==> src/rtl/ps2_pkg.sv <==
// rtl/ps2_pkg.sv - shared state encoding, frame length and default timing for the PS/2 device transmitter
package ps2_pkg;

  typedef enum logic [2:0] {
    ST_IDLE     = 3'd0,
    ST_BUS_WAIT = 3'd1,
    ST_BIT_HIGH = 3'd2,
    ST_BIT_LOW  = 3'd3,
    ST_DONE     = 3'd4
  } ps2_state_e;

  localparam int FRAME_BITS     = 11;
  localparam int CLK_HALF_DEF   = 2000;
  localparam int IDLE_CYC_DEF   = 2500;
  localparam int FIFO_DEPTH_DEF = 4;

  // Bit 0 goes on the wire first: start 0, data LSB first, odd parity, stop 1.
  function automatic logic [FRAME_BITS-1:0] ps2_frame(input logic [7:0] data);
    return {1'b1, ~^data, data, 1'b0};
  endfunction

endpackage

==> src/rtl/sync_fifo.sv <==
// rtl/sync_fifo.sv - first-word-fall-through synchronous FIFO with full/empty flags
module sync_fifo #(
  parameter int WIDTH = 8,
  parameter int DEPTH = 4
) (
  input  logic             clk,
  input  logic             rst_n,
  input  logic             i_wr_en,
  input  logic [WIDTH-1:0] i_wr_data,
  output logic             o_full,
  input  logic             i_rd_en,
  output logic [WIDTH-1:0] o_rd_data,
  output logic             o_empty
);

  localparam int AW = (DEPTH > 1) ? $clog2(DEPTH) : 1;

  logic [WIDTH-1:0] r_mem [DEPTH];
  logic [AW:0]      r_wr_ptr;
  logic [AW:0]      r_rd_ptr;
  logic             w_wr;
  logic             w_rd;

  // Extra pointer MSB separates the full and empty cases when the indices match.
  assign o_empty   = (r_wr_ptr == r_rd_ptr);
  assign o_full    = (r_wr_ptr[AW] != r_rd_ptr[AW]) &&
                     (r_wr_ptr[AW-1:0] == r_rd_ptr[AW-1:0]);
  assign w_wr      = i_wr_en && !o_full;
  assign w_rd      = i_rd_en && !o_empty;
  assign o_rd_data = r_mem[r_rd_ptr[AW-1:0]];

  always_ff @(posedge clk) begin
    if (w_wr) begin
      r_mem[r_wr_ptr[AW-1:0]] <= i_wr_data;
    end
  end

  always_ff @(posedge clk or negedge rst_n) begin
    if (!rst_n) begin
      r_wr_ptr <= '0;
      r_rd_ptr <= '0;
    end else begin
      if (w_wr) begin
        r_wr_ptr <= r_wr_ptr + (AW+1)'(1);
      end
      if (w_rd) begin
        r_rd_ptr <= r_rd_ptr + (AW+1)'(1);
      end
    end
  end

endmodule

==> src/rtl/ps2_device_tx.sv <==
// rtl/ps2_device_tx.sv - PS/2 device-side transmitter: queues bytes and clocks 11-bit frames onto the open-drain bus
module ps2_device_tx
  import ps2_pkg::*;
#(
  parameter int CLK_HALF   = CLK_HALF_DEF,
  parameter int IDLE_CYC   = IDLE_CYC_DEF,
  parameter int FIFO_DEPTH = FIFO_DEPTH_DEF
) (
  input  logic       CLOCK_50,
  input  logic       RESET_N,
  input  logic [7:0] TX_DATA,
  input  logic       TX_VALID,
  output logic       TX_READY,
  input  logic       PS2_CLK_IN,
  input  logic       PS2_DAT_IN,
  output logic       PS2_CLK_OE,
  output logic       PS2_DAT_OE,
  output logic       TX_DONE,
  output logic       TX_ABORT,
  output logic       BUSY,
  output logic       HOST_RTS
);

  localparam int CNT_MAX = (CLK_HALF > IDLE_CYC) ? CLK_HALF : IDLE_CYC;
  localparam int CNT_W   = $clog2(CNT_MAX + 1);
  localparam logic [CNT_W-1:0] HALF_LAST = CNT_W'(CLK_HALF - 1);
  localparam logic [CNT_W-1:0] IDLE_LAST = CNT_W'(IDLE_CYC - 1);
  localparam logic [3:0]       BIT_LAST  = 4'(FRAME_BITS - 1);

  ps2_state_e r_state;
  ps2_state_e w_state_nxt;
  logic [CNT_W-1:0] r_cnt;
  logic [CNT_W-1:0] w_cnt_nxt;
  logic [3:0]       r_bit;
  logic [3:0]       w_bit_nxt;

  logic r_clk_meta, r_clk_sync;
  logic r_dat_meta, r_dat_sync;
  logic r_tx_done, r_tx_abort;

  logic                  w_push;
  logic                  w_pop;
  logic                  w_full;
  logic                  w_empty;
  logic [7:0]            w_head;
  logic [FRAME_BITS-1:0] w_frame;
  logic                  w_done;
  logic                  w_abort;
  logic                  w_drive_dat;

  // Raw lines are asynchronous to CLOCK_50; idle bus level is high.
  always_ff @(posedge CLOCK_50 or negedge RESET_N) begin
    if (!RESET_N) begin
      r_clk_meta <= 1'b1;
      r_clk_sync <= 1'b1;
      r_dat_meta <= 1'b1;
      r_dat_sync <= 1'b1;
    end else begin
      r_clk_meta <= PS2_CLK_IN;
      r_clk_sync <= r_clk_meta;
      r_dat_meta <= PS2_DAT_IN;
      r_dat_sync <= r_dat_meta;
    end
  end

  assign w_push = TX_VALID && !w_full;

  sync_fifo #(
    .WIDTH (8),
    .DEPTH (FIFO_DEPTH)
  ) u_fifo (
    .clk       (CLOCK_50),
    .rst_n     (RESET_N),
    .i_wr_en   (w_push),
    .i_wr_data (TX_DATA),
    .o_full    (w_full),
    .i_rd_en   (w_pop),
    .o_rd_data (w_head),
    .o_empty   (w_empty)
  );

  // The head stays put until DONE pops it, so an aborted frame resends the same byte.
  assign w_frame = ps2_frame(w_head);

  always_ff @(posedge CLOCK_50 or negedge RESET_N) begin
    if (!RESET_N) begin
      r_state    <= ST_IDLE;
      r_cnt      <= '0;
      r_bit      <= '0;
      r_tx_done  <= 1'b0;
      r_tx_abort <= 1'b0;
    end else begin
      r_state    <= w_state_nxt;
      r_cnt      <= w_cnt_nxt;
      r_bit      <= w_bit_nxt;
      r_tx_done  <= w_done;
      r_tx_abort <= w_abort;
    end
  end

  always_comb begin
    w_state_nxt = r_state;
    w_cnt_nxt   = r_cnt;
    w_bit_nxt   = r_bit;
    w_pop       = 1'b0;
    w_done      = 1'b0;
    w_abort     = 1'b0;
    case (r_state)
      ST_IDLE: begin
        w_cnt_nxt = '0;
        w_bit_nxt = '0;
        if (!w_empty) begin
          w_state_nxt = ST_BUS_WAIT;
        end
      end
      ST_BUS_WAIT: begin
        // Any low cycle on either line, including host RTS, restarts the idle count.
        if (r_clk_sync && r_dat_sync) begin
          if (r_cnt == IDLE_LAST) begin
            w_cnt_nxt   = '0;
            w_bit_nxt   = '0;
            w_state_nxt = ST_BIT_HIGH;
          end else begin
            w_cnt_nxt = r_cnt + CNT_W'(1);
          end
        end else begin
          w_cnt_nxt = '0;
        end
      end
      ST_BIT_HIGH: begin
        if (r_cnt == HALF_LAST) begin
          w_cnt_nxt = '0;
          if (!r_clk_sync) begin
            w_abort     = 1'b1;
            w_state_nxt = ST_BUS_WAIT;
          end else begin
            w_state_nxt = ST_BIT_LOW;
          end
        end else begin
          w_cnt_nxt = r_cnt + CNT_W'(1);
        end
      end
      ST_BIT_LOW: begin
        if (r_cnt == HALF_LAST) begin
          w_cnt_nxt = '0;
          if (r_bit == BIT_LAST) begin
            w_state_nxt = ST_DONE;
          end else begin
            w_bit_nxt   = r_bit + 4'd1;
            w_state_nxt = ST_BIT_HIGH;
          end
        end else begin
          w_cnt_nxt = r_cnt + CNT_W'(1);
        end
      end
      ST_DONE: begin
        if (r_cnt == HALF_LAST) begin
          w_cnt_nxt   = '0;
          w_pop       = 1'b1;
          w_done      = 1'b1;
          w_state_nxt = ST_IDLE;
        end else begin
          w_cnt_nxt = r_cnt + CNT_W'(1);
        end
      end
      default: begin
        w_cnt_nxt   = '0;
        w_bit_nxt   = '0;
        w_state_nxt = ST_IDLE;
      end
    endcase
  end

  assign w_drive_dat = (r_state == ST_BIT_HIGH) || (r_state == ST_BIT_LOW);

  // RESET_N gates the drivers directly so the bus is released the instant reset asserts.
  assign PS2_CLK_OE = RESET_N && (r_state == ST_BIT_LOW);
  assign PS2_DAT_OE = RESET_N && w_drive_dat && !w_frame[r_bit];
  assign TX_READY   = !w_full;
  assign TX_DONE    = r_tx_done;
  assign TX_ABORT   = r_tx_abort;
  assign BUSY       = (r_state != ST_IDLE);
  assign HOST_RTS   = r_clk_sync && !r_dat_sync;

endmodule

==> config.mk <==
export PLATFORM = sky130hd
export DESIGN_NAME = ps2_device_tx
export DESIGN_NICKNAME = d
export VERILOG_FILES = /design/src/rtl/ps2_pkg.sv /design/src/rtl/sync_fifo.sv /design/src/rtl/ps2_device_tx.sv
export SDC_FILE = /design/constraint.sdc
export NUM_CORES = 1
export LEC_CHECK = 0
export CELL_PAD_IN_SITES_DETAIL_PLACEMENT = 1
export CELL_PAD_IN_SITES_GLOBAL_PLACEMENT = 1
export CORE_MARGIN = 2
export CORE_UTILIZATION = 45
export CTS_BUF_LIST = sky130_fd_sc_hd__clkbuf_4 sky130_fd_sc_hd__clkbuf_8
export DETAILED_ROUTE_END_ITERATION = 6
export PLACE_DENSITY_LB_ADDON = 0.08
export SLEW_MARGIN = 20
export SYNTH_ARGS = -nofsm -noshare
export SYNTH_HDL_FRONTEND = slang
export SYNTH_SLANG_ARGS = --single-unit
==> constraint.sdc <==
create_clock -name CLOCK_50 -period 2 [get_ports CLOCK_50]
set_clock_uncertainty 0.1 [all_clocks]
set_input_delay 0.4 -clock CLOCK_50 [delete_from_list [all_inputs] [get_ports CLOCK_50]]
set_output_delay 0.4 -clock CLOCK_50 [all_outputs]
set_load 0.01 [all_outputs]
==> results.tsv <==
stage	metric	value	unit
worst_setup_path	CP Class	reg2out	
synth	number of synthesized flops with an enable pin	32	
worst_setup_path	Required @ worst endpoint	1500	ps
worst_setup_path	Largest stage delay, worst path	460	ps
floorplan	Core Rows	30	
layout	fin util	61.5	%
synth	Yosys top cell area share	30.9	%
place	worst slack, placed	-754	ps
floorplan	Initial Util	46.0	%
synth	library cells used by synthesis	46	
sta	setup ws final	-731	ps
grt	total grt overflow	0	
sta	Hold Slack	258	ps
floorplan	chip height	87.1	µm
sta	period utilization	137	%
grt	number of global-route vias before repair	2384	
layout	Reg area	1740	µm²
power_and_ir_drop	leak pwr	1.68	nW
min_path	HP Class	reg2reg	
worst_setup_path	crit path from	u_fifo.r_rd_ptr[1]$_DFFE_PN0P_	
grt	antenna violations before repair	0	
clocking	Clock Path Buffers	2	
grt	GRT Util Overall	22.0	%
synth	synthesized instance count	244	
place	GPL Wtd Cong	0.788	
sta	pins over their slew limit	0	
worst_setup_path	Worst path slowest cell	dfrtp_2	
worst_setup_path	CP endpoint kind	output pin	
layout	share of cells above drive strength 1	34.8	%
job	MaxCap Viol Count	0	
synth	Synth area leaders	edfxtp_1 31%, dfrtp_1 22%, xor2_1 5.6%	
sta	final setup vio count	5	
synth	sequential cell area fraction in the yosys report	56.0	%
min_path	Hold Startpoint	r_dat_meta$_DFF_PN1_	
sta	TNS Setup	-1110	ps
clocking	later-pin clock latency in the skew report	360	ps
worst_setup_path	worst r2r src	u_fifo.r_rd_ptr[1]$_DFFE_PN0P_	
floorplan	Die Area	7590	µm²
layout	fill count	680	
grt	largest net degree at the start of global routing	32	
sta	min cycle time layout	2730	ps
synth	async set or reset register ratio after synthesis	49.2	%
sta	final hold violations	0	
place	DPL Wire Length	5150	µm
worst_setup_path	crit-path leading delay family	buffers and inverters	
routing	DRC viols	0	
synth	Main synth FF type	edfxtp_1	
routing	routed via count	2210	
place	Placed Instance Area	3730	µm²
synth	syn avg cell area	12.7	µm²
sta	fmax	0.366	GHz
sta	Rel. slew slack	72.2	%
clocking	clk sink count	63	
routing	DRT iter0 DRCs	110	
grt	first-pass GRT wire length	12200	µm
routing	vias per cell	5.50	
routing	per-cell routed wire length	18.5	µm
sta	unrepaired setup endpoints after global routing	yes	
routing	Antenna Nets Post-Route	0	
clocking	H-tree Lvls	3	
layout	commonest non-fill, non-tap cell in the layout	buf_4	
synth	most area-hungry cell type in the Yosys netlist	edfxtp_1	
synth	Syn. warnings	0	
worst_setup_path	Data arrival, critical path	2230	ps
power_and_ir_drop	power after layout	3.56	mW
routing	DR pass1 iterations	4	
worst_setup_path	Worst Path Buf+Inv	4	
worst_setup_path	worst path cell trace	buf_12 > buf_4 > mux4_2 > buf_6 > xnor2_4 > o41ai_2 > nor2b_1 > buf_2	
clocking	CTS root buf	clkbuf_8	
clocking	CTS tree	done	
synth	count of state elements after synthesis	63	
clocking	CTS Buf Count	9	
routing	final wirelength	7440	µm
sta	Worst-Margin Slew	416	ps
power_and_ir_drop	maximum VDD drop	0.482	mV
layout	Antenna diodes	0	
layout	Final nets	338	
worst_setup_path	critical path peak fanout	6	
layout	commonest cells after routing, fill and taps aside	37 x buf_4, 32 x edfxtp_1, 25 x dfrtp_1, 19 x nor2_1, 19 x xor2_1	
layout	fin cells	402	
floorplan	core outline area	6760	µm²
synth	Cell Area, Synth	3110	µm²
outcome	status	finished, violations left	
worst_setup_path	startpoint types	flop	
synth	syn_nets	265	
layout	Area growth syn-to-layout	33.7	%
floorplan	Die Wd	87.1	µm
place	Placed Cells incl. Taps	379	
outcome	failing checks	negative setup slack	
power_and_ir_drop	pwr dens	855	nW/µm²
floorplan	IO Pins	20	
layout	area of the multi-input gates	1430	µm²
place	Port Buf Inserts	19	
layout	design area	4160	µm²
clocking	Clk pin slew, worst setup/hold paths	70	ps
-- worst reg2reg max path, cell delays in order, from the launching register on --
cell,delay [ps]
dfrtp_2,460
buf_12,150
buf_16,120
buf_8,130
xor2_4,150
buf_4,140
or3_4,360
nand2_4,90
mux2_4,310
-- report_power, final --
| group | switching (mW) | internal [mW] |
|---|---|---|
| sequential | 0.106 | 1.55 |
| combinational | 0.373 | 0.405 |
| clock | 0.509 | 0.612 |
| total | 0.988 | 2.57 |
-- layer usage --
metal	vias to the layer above	global-route usage (%)	part of all wire, %	routed length, µm
li1	1033	-	-	-
met1	1143	28.0	46	3410
met2	23	36.2	50	3700
met3	11	4.45	2.5	184
met4	0	10.2	1.9	142
met5	-	0	0	0
-- worst paths after layout --
path | endpoint | slack (ps) | depth (start not counted)
worst max-delay path | PS2_DAT_OE | -730 | 8
worst min-delay path | r_dat_sync$_DFF_PN1_ | 260 | 0
worst max register to register | u_fifo.r_rd_ptr[1]$_DFFE_PN0P_ | -130 | 8
min in group asynchronous | r_bit[3]$_DFFE_PN0P_ | 520 | 3
worst min register to register | r_dat_sync$_DFF_PN1_ | 260 | 0
max in group asynchronous | u_fifo.r_rd_ptr[1]$_DFFE_PN0P_ | 940 | 3
-- cell type report --
cell class                 count  share of cell area (%)
multi-input combinational    165                    34.4
timing repair buffer          69                    15.6
clock inverter                 4                    1.11
clock buffer                  12                    3.52
tap                           80                    2.41
inverter                       9                   0.933
sequential                    63                    42.0
-- cell usage after synthesis (2+ instances only) --
| cell | instances |
|---|---|
| mux2_2 | 3 |
| o211ai_1 | 2 |
| dfrtp_1 | 27 |
| and3_1 | 13 |
| edfxtp_1 | 32 |
| nor2_1 | 21 |
| o22ai_1 | 2 |
| xnor2_1 | 14 |
| clkbuf_1 | 2 |
| nor3b_1 | 4 |
| ha_1 | 8 |
| o21ai_0 | 6 |
| nand4_1 | 4 |
| a21oi_1 | 2 |
| mux4_1 | 2 |
| a31oi_1 | 3 |
| a211oi_1 | 2 |
| inv_1 | 8 |
| and2_1 | 2 |
| nor2b_1 | 4 |
| or3_1 | 2 |
| dfstp_2 | 4 |
| nand2b_1 | 2 |
| xor2_1 | 20 |
| mux2i_1 | 6 |
| buf_2 | 3 |
| buf_6 | 2 |
| o41ai_1 | 2 |
| nand2_1 | 16 |
| o31ai_1 | 2 |
| mux4_2 | 5 |
| nand3_1 | 5 |
-- cell families after synthesis --
kind of cell | Yosys count | synth area share (%)
XOR/XNOR | 34 | 9.58
buffers and inverters | 16 | 2.70
AND/OR/NAND/NOR | 81 | 14.4
AO/OA/AOI/OAI | 25 | 5.31
multiplexers | 17 | 8.81
adder cells (fa/ha/maj) | 8 | 3.22
flip-flops | 63 | 56.0
-- registers in the layout (all words and copies together) (netlist names) --
| name | flops |
|---|---|
| u_fifo.r_mem | 32 |
| r_cnt | 12 |
| r_bit | 4 |
| TX_DONE | 1 |
| r_state | 3 |
| r_clk_sync | 1 |
| r_dat_meta | 1 |
| r_clk_meta | 1 |
| u_fifo.r_wr_ptr | 3 |
| r_dat_sync | 1 |
| TX_ABORT | 1 |
| u_fifo.r_rd_ptr | 3 |
-- repair_timing --
item / CTS / global route
pin swaps: 7 / 8
setup buffers: 3 / 5
cloned: 1 / 1
endpoints found under the setup margin: 7 / 51
resized for setup: 37 / 26
hold buffers: 0 / 0
Note: power is estimated with default switching activity, not from simulation.
